[config.mk]
export PLATFORM = sky130hd
export DESIGN_NAME = uart_rx_buffer_ctrl_flat
export DESIGN_NICKNAME = d
export VERILOG_FILES = /design/src/rtl/uart_rx_buffer_ctrl_if.sv /design/src/rtl/uart_rx_buffer_ctrl.sv /design/src/flat_wrapper.sv
export SDC_FILE = /design/constraint.sdc
export NUM_CORES = 1
export LEC_CHECK = 0
export ABC_AREA = 1
export CAP_MARGIN = 20
export CORE_AREA = 4 4 115 117
export DETAILED_ROUTE_END_ITERATION = 16
export DIE_AREA = 0 0 119 121
export GPL_TIMING_DRIVEN = 0
export HOLD_SLACK_MARGIN = 0.06
export PLACE_DENSITY = 0.84
export SKIP_CTS_REPAIR_TIMING = 1
export SYNTH_ARGS = -nofsm -noshare
export SYNTH_HDL_FRONTEND = slang
export SYNTH_SLANG_ARGS = --single-unit
[constraint.sdc]
create_clock -name clock -period 5.8 [get_ports clock]
set_clock_uncertainty 0.05 [all_clocks]
set_input_delay 1.74 -clock clock [delete_from_list [all_inputs] [get_ports clock]]
set_output_delay 1.74 -clock clock [all_outputs]
set_load 0.01 [all_outputs]
[src/rtl/uart_rx_buffer_ctrl_if.sv]
// Handshake bundle between uart_rx, the receive buffer controller and the
// word consumer.
//   rx_data / rx_ready   : word from uart_rx, strobed for one cycle
//   rx_can_receive       : throttle back to uart_rx (can_receive_next_word)
//   out_data / out_valid : FIFO head, first-word-fall-through
//   out_ready            : consumer accepts the head word this cycle
// Modports: slave is the buffer controller's view, master is the view of the
// environment that feeds and drains it.
interface uart_rx_buffer_ctrl_if #(
    parameter int WIDTH = 8
);
    logic [WIDTH-1:0] rx_data;
    logic             rx_ready;
    logic             rx_can_receive;
    logic [WIDTH-1:0] out_data;
    logic             out_valid;
    logic             out_ready;

    modport slave (
        input  rx_data,
        input  rx_ready,
        output rx_can_receive,
        output out_data,
        output out_valid,
        input  out_ready
    );

    modport master (
        output rx_data,
        output rx_ready,
        input  rx_can_receive,
        input  out_data,
        input  out_valid,
        output out_ready
    );
endinterface

[src/rtl/uart_rx_buffer_ctrl.sv]
// Receive-side buffer controller: captures words from uart_rx into a circular
// FIFO, throttles the receiver with hysteresis, counts dropped words and
// presents the head word on a first-word-fall-through valid/ready port.
// Ports:
//   clock, resetn   : system clock (rising edge), async active-low reset
//   bus (slave)     : rx_data/rx_ready/rx_can_receive, out_data/out_valid/out_ready
//   count           : current occupancy 0..DEPTH
//   overrun         : sticky flag, set when a word is dropped on a full FIFO
//   overrun_count   : dropped-word count, saturating
//   clear_overrun   : clears overrun and overrun_count (wins over a new overrun)
//   flush           : synchronous empty; same-cycle push/pop/overrun ignored
//
// Flow-control states:
//   state     | meaning
//   ST_ACCEPT | rx_can_receive=1, receiver may start new words
//   ST_HOLD   | rx_can_receive=0, FIFO nearly full, waiting to drain to LOW_WATER
module uart_rx_buffer_ctrl #(
    parameter int WIDTH     = 8,
    parameter int DEPTH     = 16,
    parameter int LOW_WATER = DEPTH / 2,
    parameter int OVF_W     = 8
) (
    input  logic                     clock,
    input  logic                     resetn,
    uart_rx_buffer_ctrl_if.slave     bus,
    output logic [$clog2(DEPTH):0]   count,
    output logic                     overrun,
    output logic [OVF_W-1:0]         overrun_count,
    input  logic                     clear_overrun,
    input  logic                     flush
);
    localparam int PW = $clog2(DEPTH);
    localparam int CW = PW + 1;
    localparam logic [CW-1:0] FULL_CNT  = CW'(DEPTH);
    localparam logic [CW-1:0] HOLD_CNT  = CW'(DEPTH - 1);
    localparam logic [CW-1:0] LOW_CNT   = CW'(LOW_WATER);

    typedef enum logic {
        ST_ACCEPT = 1'b0,
        ST_HOLD   = 1'b1
    } state_t;

    state_t            state_q, state_d;
    logic [PW-1:0]     rd_ptr_q, rd_ptr_d;
    logic [PW-1:0]     wr_ptr_q, wr_ptr_d;
    logic [CW-1:0]     count_q, count_d;
    logic              overrun_q, overrun_d;
    logic [OVF_W-1:0]  ovf_cnt_q, ovf_cnt_d;
    logic [WIDTH-1:0]  mem_q [DEPTH];
    logic [WIDTH-1:0]  mem_d [DEPTH];

    logic push, pop, drop;
    logic not_empty;

    assign not_empty = (count_q != '0);

    always_comb begin
        pop  = 1'b0;
        push = 1'b0;
        drop = 1'b0;
        if (!flush) begin
            pop  = not_empty && bus.out_ready;
            // A pop in the same cycle frees the slot the incoming word needs.
            push = bus.rx_ready && ((count_q != FULL_CNT) || pop);
            drop = bus.rx_ready && (count_q == FULL_CNT) && !pop;
        end
    end

    always_comb begin
        mem_d = mem_q;
        if (push) begin
            mem_d[wr_ptr_q] = bus.rx_data;
        end
    end

    always_comb begin
        rd_ptr_d = rd_ptr_q;
        wr_ptr_d = wr_ptr_q;
        count_d  = count_q;
        if (flush) begin
            rd_ptr_d = '0;
            wr_ptr_d = '0;
            count_d  = '0;
        end else begin
            // Power-of-two depth: pointers wrap by natural overflow.
            if (push) wr_ptr_d = wr_ptr_q + PW'(1);
            if (pop)  rd_ptr_d = rd_ptr_q + PW'(1);
            count_d = count_q + CW'(push) - CW'(pop);
        end
    end

    // Decisions use next occupancy so rx_can_receive changes on the same edge
    // that crosses the threshold. HOLD engages one slot early so a word
    // uart_rx has already started still has somewhere to land.
    always_comb begin
        state_d = state_q;
        if (flush) begin
            state_d = ST_ACCEPT;
        end else begin
            case (state_q)
                ST_ACCEPT: if (count_d >= HOLD_CNT) state_d = ST_HOLD;
                ST_HOLD:   if (count_d <= LOW_CNT)  state_d = ST_ACCEPT;
                default:   state_d = ST_ACCEPT;
            endcase
        end
    end

    always_comb begin
        overrun_d = overrun_q;
        ovf_cnt_d = ovf_cnt_q;
        if (clear_overrun) begin
            overrun_d = 1'b0;
            ovf_cnt_d = '0;
        end else if (drop) begin
            overrun_d = 1'b1;
            if (!(&ovf_cnt_q)) ovf_cnt_d = ovf_cnt_q + OVF_W'(1);
        end
    end

    always_ff @(posedge clock or negedge resetn) begin
        if (!resetn) begin
            state_q   <= ST_ACCEPT;
            rd_ptr_q  <= '0;
            wr_ptr_q  <= '0;
            count_q   <= '0;
            overrun_q <= 1'b0;
            ovf_cnt_q <= '0;
            for (int i = 0; i < DEPTH; i++) mem_q[i] <= '0;
        end else begin
            state_q   <= state_d;
            rd_ptr_q  <= rd_ptr_d;
            wr_ptr_q  <= wr_ptr_d;
            count_q   <= count_d;
            overrun_q <= overrun_d;
            ovf_cnt_q <= ovf_cnt_d;
            mem_q     <= mem_d;
        end
    end

    // Head word is gated so out_data reads zero whenever the FIFO is empty.
    assign bus.out_data       = not_empty ? mem_q[rd_ptr_q] : '0;
    assign bus.out_valid      = not_empty;
    assign bus.rx_can_receive = (state_q == ST_ACCEPT);
    assign count              = count_q;
    assign overrun            = overrun_q;
    assign overrun_count      = ovf_cnt_q;
endmodule

[src/flat_wrapper.sv]
// flat-port wrapper written by rule: the top's interface ports become plain ports
module uart_rx_buffer_ctrl_flat 
#(
    parameter int WIDTH     = 8,
    parameter int DEPTH     = 16,
    parameter int LOW_WATER = DEPTH / 2,
    parameter int OVF_W     = 8
)
  (clock, resetn, count, overrun, overrun_count, clear_overrun, flush, bus_rx_data, bus_rx_ready, bus_rx_can_receive, bus_out_data, bus_out_valid, bus_out_ready);
  uart_rx_buffer_ctrl_if #(.WIDTH(WIDTH)) bus_i ();
  input  logic clock;
  input  logic resetn;
  output logic [$clog2(DEPTH):0] count;
  output logic overrun;
  output logic [OVF_W-1:0] overrun_count;
  input  logic clear_overrun;
  input  logic flush;
  input wire logic [$bits(bus_i.rx_data)-1:0] bus_rx_data;
  input wire logic [$bits(bus_i.rx_ready)-1:0] bus_rx_ready;
  output wire logic [$bits(bus_i.rx_can_receive)-1:0] bus_rx_can_receive;
  output wire logic [$bits(bus_i.out_data)-1:0] bus_out_data;
  output wire logic [$bits(bus_i.out_valid)-1:0] bus_out_valid;
  input wire logic [$bits(bus_i.out_ready)-1:0] bus_out_ready;
  assign bus_i.rx_data = bus_rx_data;
  assign bus_i.rx_ready = bus_rx_ready;
  assign bus_rx_can_receive = bus_i.rx_can_receive;
  assign bus_out_data = bus_i.out_data;
  assign bus_out_valid = bus_i.out_valid;
  assign bus_i.out_ready = bus_out_ready;
  uart_rx_buffer_ctrl #(.WIDTH(WIDTH), .DEPTH(DEPTH), .LOW_WATER(LOW_WATER), .OVF_W(OVF_W)) u_core (.clock(clock), .resetn(resetn), .bus(bus_i), .count(count), .overrun(overrun), .overrun_count(overrun_count), .clear_overrun(clear_overrun), .flush(flush));
endmodule
==> results of run 1 <==
## metal layers
layer	global-route usage (%)	share of wire (%)
met4	13.5	4.0
met5	0	0
met2	46.2	46
met1	39.3	43
met3	7.32	7.4
## cell families (layout without fill, tap and decap cells)
group	count (synthesis)	after routing	share of synthesized area [%]
and+or+nand+nor	483	483	27.0
AOI/OAI and AO/OA	187	187	14.1
DFF	151	151	48.2
buffers and inverters	109	178	7.83
adders and majority gates	13	13	2.17
xor gates and xnor gates	6	6	0.670
## Yosys cell counts (all sizes together)
| master | instances |
|---|---|
| clkinv | 4 |
| nor2 | 39 |
| buf | 34 |
| nand4 | 3 |
| nand2 | 356 |
| nand3 | 82 |
| dfrtp | 151 |
| clkbuf | 15 |
| xor2 | 5 |
| fa | 1 |
| nor3 | 2 |
| inv | 56 |
| o21bai | 2 |
| o21ai | 141 |
| or2 | 1 |
| xnor2 | 1 |
| a21oi | 44 |
| ha | 12 |
## worst max-delay path, stage by stage, from the launching register on
cell and delay [ns]:
dfrtp_1 0.40, buf_2 0.24, clkbuf_1 0.42, a21oi_1 0.11, o21ai_0 0.13, a21oi_1 0.14, nor2_1 0.17, clkdlybuf4s50_1 0.56
## final timing paths
check                                    end  slack [ns]  depth (start not counted)               start
max in group asynchronous  u_core.mem_q[126]        3.59                          2              resetn
min                         u_core.mem_q[20]        0.43                          2    u_core.mem_q[20]
max                          bus_out_data[5]        1.40                          7  u_core.rd_ptr_q[0]
max reg2reg                   u_core.state_q        2.77                         18     u_core.count[2]
min in group asynchronous   u_core.mem_q[16]        1.29                          1              resetn
min reg2reg                 u_core.mem_q[20]        0.43                          2    u_core.mem_q[20]
## state kept, by name, indices dropped and copies added (netlist names)
signal and flops:
u_core.overrun 1, u_core.mem_q 128, u_core.overrun_count 8, u_core.count 5, u_core.wr_ptr_q 4, u_core.rd_ptr_q 4
u_core.state_q 1
## cell type report
class,count,share of cell area [%]
repair buffers,37,4.29
well taps,172,2.38
plain buffers,49,4.27
multi-input cells,689,38.1
flip-flops and latches,151,41.7
inverters,60,2.51
clock inverters,11,1.63
clock buffers,21,5.08
## cells in the final DEF, fill, tap and decap left out, types with 2 or more instances in the layout
master	instances
inv_2	6
buf_12	8
nand2_1	339
nand3_1	72
o21ai_1	22
nand4_1	3
ha_1	12
o21ai_2	44
bufinv_16	3
dfrtp_1	151
clkinv_1	4
xor2_1	5
buf_6	2
nand3_4	10
a21oi_1	43
clkinv_2	2
buf_4	10
clkinvlp_4	4
nor3_1	2
o21ai_0	75
nand2_2	17
clkdlybuf4s50_1	35
buf_2	13
nor2_1	36
clkbuf_1	17
clkbuf_8	2
clkbuf_16	17
inv_1	49
o21bai_1	2
## metrics by stage
step                TNS (ns)  total power [mW]
global route               0              3.54
detailed placement         0              2.23
floorplan                  0              1.86
global placement     -471.87              2.21
CTS                        0              3.37
finish                     0              3.37
## power groups by stage
stage | Sequential, mW | Combinational, mW | Clock (mW)
after floorplan | 1.26 | 0.602 | 0
after global placement | 1.27 | 0.935 | 0
after detailed placement | 1.27 | 0.958 | 0
after CTS | 1.26 | 0.966 | 1.15
after global routing | 1.27 | 1.07 | 1.20
final | 1.26 | 0.973 | 1.14
==> out/results.ini, run 1 <==
[finish]
drive_gt1_share_pct = 14.5
area_growth_pct = 15.4
fillCellCount = 926
multi_input_area_um2 = 3450
final_cells = 1190
fin_area_um2 = 9060
diodes = 0
fin_util_pct = 73.3
nets = 1032
seq_area_um2 = 3780

[synthesis]
syn_area_um2 = 7850
synth_nets = 976
synthTopCellsByArea = dfrtp_1, nand2_1, o21ai_2, o21ai_0, nand3_1
ys_warn_count = 0
synth.distinct_cells = 33
syn_inst = 949
ys_ff_latch = 151
avgSynthCellArea_um2 = 8.27
ys_seq_area_share_pct = 48.2
yosysTopAreaCell = dfrtp_1
synth_top_cell_area_share_pct = 48.2

[cts]
cts.path.max_buffers = 2
path_clk_slew_ns = 0.06
numClockSinks = 151
clk_latency_ns = 0.43
cts_buffers = 17
cts_tree = built
htree_levels = 4
root_buffer = clkbuf_16

[timing]
grt_setup_unrepaired = no
hold_viol = 0
setup_ws_ns = 1.40
layout_min_cycle_time_ns = 4.40
setup_violations = 0
timing.fmax_mhz = 227
slew_viol_final = 0
holdWs_ns = 0.433
slew_headroom_pct = 36.3
fin_crit_sh_pct = 75.9
worst_slew_pin_slew_ns = 0.955

[pwr]
power_frac_seq_pct = 37.3
p_switching_mw = 1.13
ir_drop_uv = 203
pwr-share-comb_pct = 28.8
sw_frac_of_total_pct = 33.4
intPower_mw = 2.25
p_leak_nw = 4.34
clkPwrFrac_pct = 33.8
p_per_area_nw_per_um2 = 372

[critical_path]
critPathRequiredTime_ns = 4.01
crit_type = reg2out
critPathMaxFanout = 10
start_kind = register
arrival_ns = 2.61
endpoint_kind = output pin

[route]
wl_per_cell_um = 16.9
route.detailed.drc = 0
num_vias = 6705
firstDrtPassIters = 5
drt-initial-drc-count = 638
vias_per_cell = 5.63
detail-route-antenna-nets = 0
wirelength_um = 20100

[min_path]
hp-class = reg2reg

[global_routing]
grt_pass1_wl_um = 32700
grt_max_degree = 79
globalRoute.totalOverflow = 0
track_usage_pct = 29.6
grt_antenna_before_repair = 0
grt_pass1_vias = 6391

[placed_design]
dp_cells = 1158
hpwlAfterDp_um = 13900
dpl_cell_area_um2 = 8450
portBuffers = 36
dp_slack_ns = 1.51
place_congestion = 0.935

[die]
fp.dieW_um = 119
die-area_um2 = 14400
placementRows = 41
start_util_pct = 63.5
core_area_um2 = 12400
die_y_um = 121
ios = 38

[status]
status = completed

[flow_run]
max_cap_violations = 0

Power figures use the tool's default switching activity.
==> run 2: changes to the inputs <==
--- a/config.mk
+++ b/config.mk
@@ -7,12 +7,12 @@
 export LEC_CHECK = 0
 export ABC_AREA = 1
 export CAP_MARGIN = 20
-export CORE_AREA = 4 4 115 117
+export CORE_AREA = 4 4 125 127
 export DETAILED_ROUTE_END_ITERATION = 16
-export DIE_AREA = 0 0 119 121
+export DIE_AREA = 0 0 129 131
 export GPL_TIMING_DRIVEN = 0
 export HOLD_SLACK_MARGIN = 0.06
-export PLACE_DENSITY = 0.84
+export PLACE_DENSITY = 0.76
 export SKIP_CTS_REPAIR_TIMING = 1
 export SYNTH_ARGS = -nofsm -noshare
 export SYNTH_HDL_FRONTEND = slang
==> constraint.sdc (replaced) <==
create_clock -name clock -period 3.98 [get_ports clock]
set_clock_uncertainty 0.05 [all_clocks]
set_input_delay 1.194 -clock clock [delete_from_list [all_inputs] [get_ports clock]]
set_output_delay 1.194 -clock clock [all_outputs]
set_load 0.01 [all_outputs]
==> out/results.ini, run 2 (synthesis gave the netlist of run 1 again) <==
[finish]
fin_area_um2 = 9060
regMostFlops = u_core.mem_q
nets = 1032
final_common_cell = nand2_1
mostFrequentLayoutCells = nand2_1, dfrtp_1, o21ai_0, nand3_1, inv_1
area_growth_pct = 15.5
fin_util_pct = 62.8
drive_gt1_share_pct = 14.8
largest_reg_flops = 128
diodes = 0

[global_routing]
grt_pass1_vias = 6165
track_usage_pct = 25.4
grt_antenna_before_repair = 0
grt_pass1_wl_um = 32800
grt_max_degree = 85
globalRoute.totalOverflow = 0

[timing]
fin_crit_sh_pct = 97.9
worst_slew_pin_slew_ns = 1.00
grt_setup_unrepaired = no
slew_viol_final = 0
slew_headroom_pct = 33.3
layout_min_cycle_time_ns = 3.90
setup_ws_ns = 0.0821
hold_viol = 0
timing.fmax_mhz = 257
fin_tns_setup_ns = 0
setup_violations = 0

[die]
ios = 38
fp.dieW_um = 129
die-area_um2 = 16900
placementRows = 44
die_y_um = 131
core_area_um2 = 14400
start_util_pct = 54.4

[cts]
cts_buffers = 17
htree_levels = 4
path_clk_slew_ns = 0.06
root_buffer = clkbuf_16
numClockSinks = 151
cts.path.max_buffers = 2
cts_tree = built
clk_latency_ns = 0.43

[route]
detail-route-antenna-nets = 0
wirelength_um = 20300
vias_per_cell = 5.43
wl_per_cell_um = 16.9
drt-initial-drc-count = 595
num_vias = 6529
firstDrtPassIters = 5
route.detailed.drc = 0

[pwr]
ir_drop_uv = 377
p_leak_nw = 4.34
p_per_area_nw_per_um2 = 537
fin_total_pwr_mw = 4.87

[critical_path]
arrival_ns = 2.65
crit_type = reg2out
critPathMaxFanout = 10
start_kind = register
endpoint_kind = output pin
critPathRequiredTime_ns = 2.74

[min_path]
hp-class = reg2reg

[placed_design]
hpwlAfterDp_um = 14100
dpl_cell_area_um2 = 8470
place_congestion = 0.890
portBuffers = 36
dp_slack_ns = 0.179

[flow_run]
max_cap_violations = 0

[status]
status = completed

==> run 2: cell count changes in the layout (fill, tap and decap cells not counted), sizes merged <==
| cell | delta |
|---|---|
| bufinv | -1 |
| clkinvlp | +2 |
| inv | -1 |
==> run 2: per-stage QoR <==
stage               instances  hold slack [ns]
floorplan                 949            0.403
global placement         1169            0.415
detailed placement       1170            0.418
CTS                      1202            0.432
global route             1202            0.451
finish                   1202            0.432
==> run 2: critical path: stages (launching register included) <==
cell and delay, ns:
dfrtp_1 0.40, inv_2 0.09, clkbuf_1 0.42, nand2_1 0.17
nand3_1 0.16, nand3_1 0.09, nand3_1 0.10, nand2_1 0.07
nor2_1 0.15, clkdlybuf4s50_1 0.56
==> run 2: path summary, 6_finish.rpt <==
path / to / startpoint / cells after the start / slack, ns
min: u_core.mem_q[106] / u_core.mem_q[106] / 2 / 0.43
max in group asynchronous: u_core.mem_q[124] / resetn / 2 / 2.30
min reg2reg: u_core.mem_q[106] / u_core.mem_q[106] / 2 / 0.43
max reg2reg: u_core.state_q / u_core.count[2] / 18 / 0.77
max: bus_out_data[2] / u_core.rd_ptr_q[0] / 9 / 0.08
min in group asynchronous: u_core.overrun_count[3] / resetn / 1 / 0.78
==> run 2: final cells by class <==
class	count	area, um^2
tap	184	230
clock inverter	11	124
timing repair buffer	37	389
fill	1286	5360
multi-input combinational	689	3450
clock buffer	21	470
buffer	49	389
inverter	60	228
sequential	151	3780
==> run 2: layer usage <==
layer | global-route usage, % | vias up | wire, um
met2 | 39.2 | 210 | 9320
met4 | 9.64 | 0 | 667
li1 | - | 3200 | -
met1 | 34.8 | 3068 | 9000
met5 | 0 | - | 0
met3 | 6.22 | 51 | 1310
==> run 2: where the power goes <==
part	internal, mW	total [mW]	switching (mW)
registers	1.71	1.84	0.123
clock network	0.970	1.62	0.646
logic	0.544	1.42	0.871
==> run 3: changes to the inputs <==
--- a/config.mk
+++ b/config.mk
@@ -7,10 +7,10 @@
 export LEC_CHECK = 0
 export ABC_AREA = 1
 export CAP_MARGIN = 20
-export CORE_AREA = 4 4 125 127
+export CORE_AREA = 4 4 112 141
+export CTS_CLUSTER_DIAMETER = 60
 export DETAILED_ROUTE_END_ITERATION = 16
-export DIE_AREA = 0 0 129 131
-export GPL_TIMING_DRIVEN = 0
+export DIE_AREA = 0 0 116 145
 export HOLD_SLACK_MARGIN = 0.06
 export PLACE_DENSITY = 0.76
 export SKIP_CTS_REPAIR_TIMING = 1
==> out/results.ini, run 3 (synthesis gave the netlist of run 1 again) <==
[route]
route.detailed.drc = 0
firstDrtPassIters = 5
drt-initial-drc-count = 473
wirelength_um = 18500
detail-route-antenna-nets = 0
vias_per_cell = 5.51
wl_per_cell_um = 15.9
num_vias = 6389

[finish]
regMostFlops = u_core.mem_q
final_common_cell = nand2_1
final_cells = 1160
nets = 997
largest_reg_flops = 128
drive_gt1_share_pct = 13.1
diodes = 0
area_growth_pct = 13.2
fin_util_pct = 61.9
fillCellCount = 1223
fin_area_um2 = 8890
mostFrequentLayoutCells = nand2_1, dfrtp_1, o21ai_0, nand3_1, inv_1

[die]
start_util_pct = 54.7
die-area_um2 = 16800
core_area_um2 = 14300
ios = 38
die_y_um = 145
placementRows = 49
fp.dieW_um = 116

[critical_path]
cp_num_buf_inv = 3
slowest_stage = clkdlybuf4s50_1
max_stage_delay_ns = 0.57
critPathRequiredTime_ns = 2.74
start_kind = register
endpoint_kind = output pin
critPathTopFamily = buffers and inverters
critPathMaxFanout = 16
critPathMostFrequentCell = buf_4
arrival_ns = 2.61
r2r_slack_ns = 0.99
crit_type = reg2out
crit_chain = buf_4, nor2_2, buf_4, a21oi_1, nand3_1, nand2_1, nor2_1, clkdlybuf4s50_1

[pwr]
ir_drop_uv = 447
fin_total_pwr_mw = 5.06
p_leak_nw = 4.25
p_per_area_nw_per_um2 = 570

[flow_run]
max_cap_violations = 0

[placed_design]
hpwlAfterDp_um = 11700
dp_slack_ns = 0.343
dp_cells = 1129
portBuffers = 37
place_congestion = 0.841
dpl_cell_area_um2 = 8200

[global_routing]
grt_max_degree = 80
globalRoute.totalOverflow = 0
grt_pass1_vias = 6184
grt_antenna_before_repair = 0
track_usage_pct = 23.1
grt_pass1_wl_um = 30900

[cts]
numClockSinks = 151
cts.path.max_buffers = 2
clk_latency_ns = 0.42
htree_levels = 4
path_clk_slew_ns = 0.06
cts_tree = built
cts_buffers = 17
root_buffer = clkbuf_16

[timing]
fin_tns_setup_ns = 0
setup_violations = 0
slew_headroom_pct = 47.1
timing.fmax_mhz = 259
worst_slew_pin_slew_ns = 0.793
grt_setup_unrepaired = no
slew_viol_final = 0
hold_viol = 0
layout_min_cycle_time_ns = 3.86
setup_ws_ns = 0.123
fin_crit_sh_pct = 96.9
holdWs_ns = 0.429

[min_path]
hp-class = reg2reg

[status]
status = completed

## run 3: changes by cell type in the layout (fill, tap and decap cells not counted), moves of 2 or more
cell,change
buf_2,-13
clkbuf_1,-13
clkinvlp_4,-6
buf_12,-5
bufinv_16,+4
clkbuf_2,-2
clkbuf_8,+2
## run 3: area by class of cell
cell class	count	area, um^2	share of cell area, %
clock inverters	8	190	2.14
multi-input cells	689	3450	38.9
clock buffers	23	498	5.60
well taps	178	223	2.51
inverters	60	228	2.56
repair buffers	51	514	5.79
flip-flops and latches	151	3780	42.5
## run 3: final timing paths
path | depth (start not counted) | startpoint | to
setup / recovery | 8 | u_core.rd_ptr_q[1] | bus_out_data[1]
hold / removal | 2 | u_core.mem_q[105] | u_core.mem_q[105]
setup reg to reg | 18 | u_core.count[2] | u_core.state_q
hold reg to reg | 2 | u_core.mem_q[105] | u_core.mem_q[105]
max in group asynchronous | 2 | resetn | u_core.mem_q[68]
min in group asynchronous | 1 | resetn | u_core.overrun_count[4]
## run 3: tightest hold or removal path, cell delays in order (launching register included)
cell and delay [ns]:
dfrtp_1 0.34, nand2_1 0.06, o21ai_2 0.05
## run 3: routing by layer
| metal | wire length, um | up-vias | part of all wire, % | GRT usage, % |
|---|---|---|---|---|
| met1 | 8180 | 3061 | 44 | 30.8 |
| met2 | 8820 | 167 | 48 | 36.4 |
| li1 | - | 3115 | - | - |
| met4 | 624 | 0 | 3.4 | 10.6 |
| met3 | 848 | 46 | 4.6 | 4.54 |
| met5 | 0 | - | 0 | 0 |
## run 3: power by group
group	switching (mW)	internal, mW	leakage [nW]
combinational	0.814	0.533	1.85
sequential	0.141	1.71	2.06
clock	0.606	1.25	0.339
total	1.56	3.50	4.25
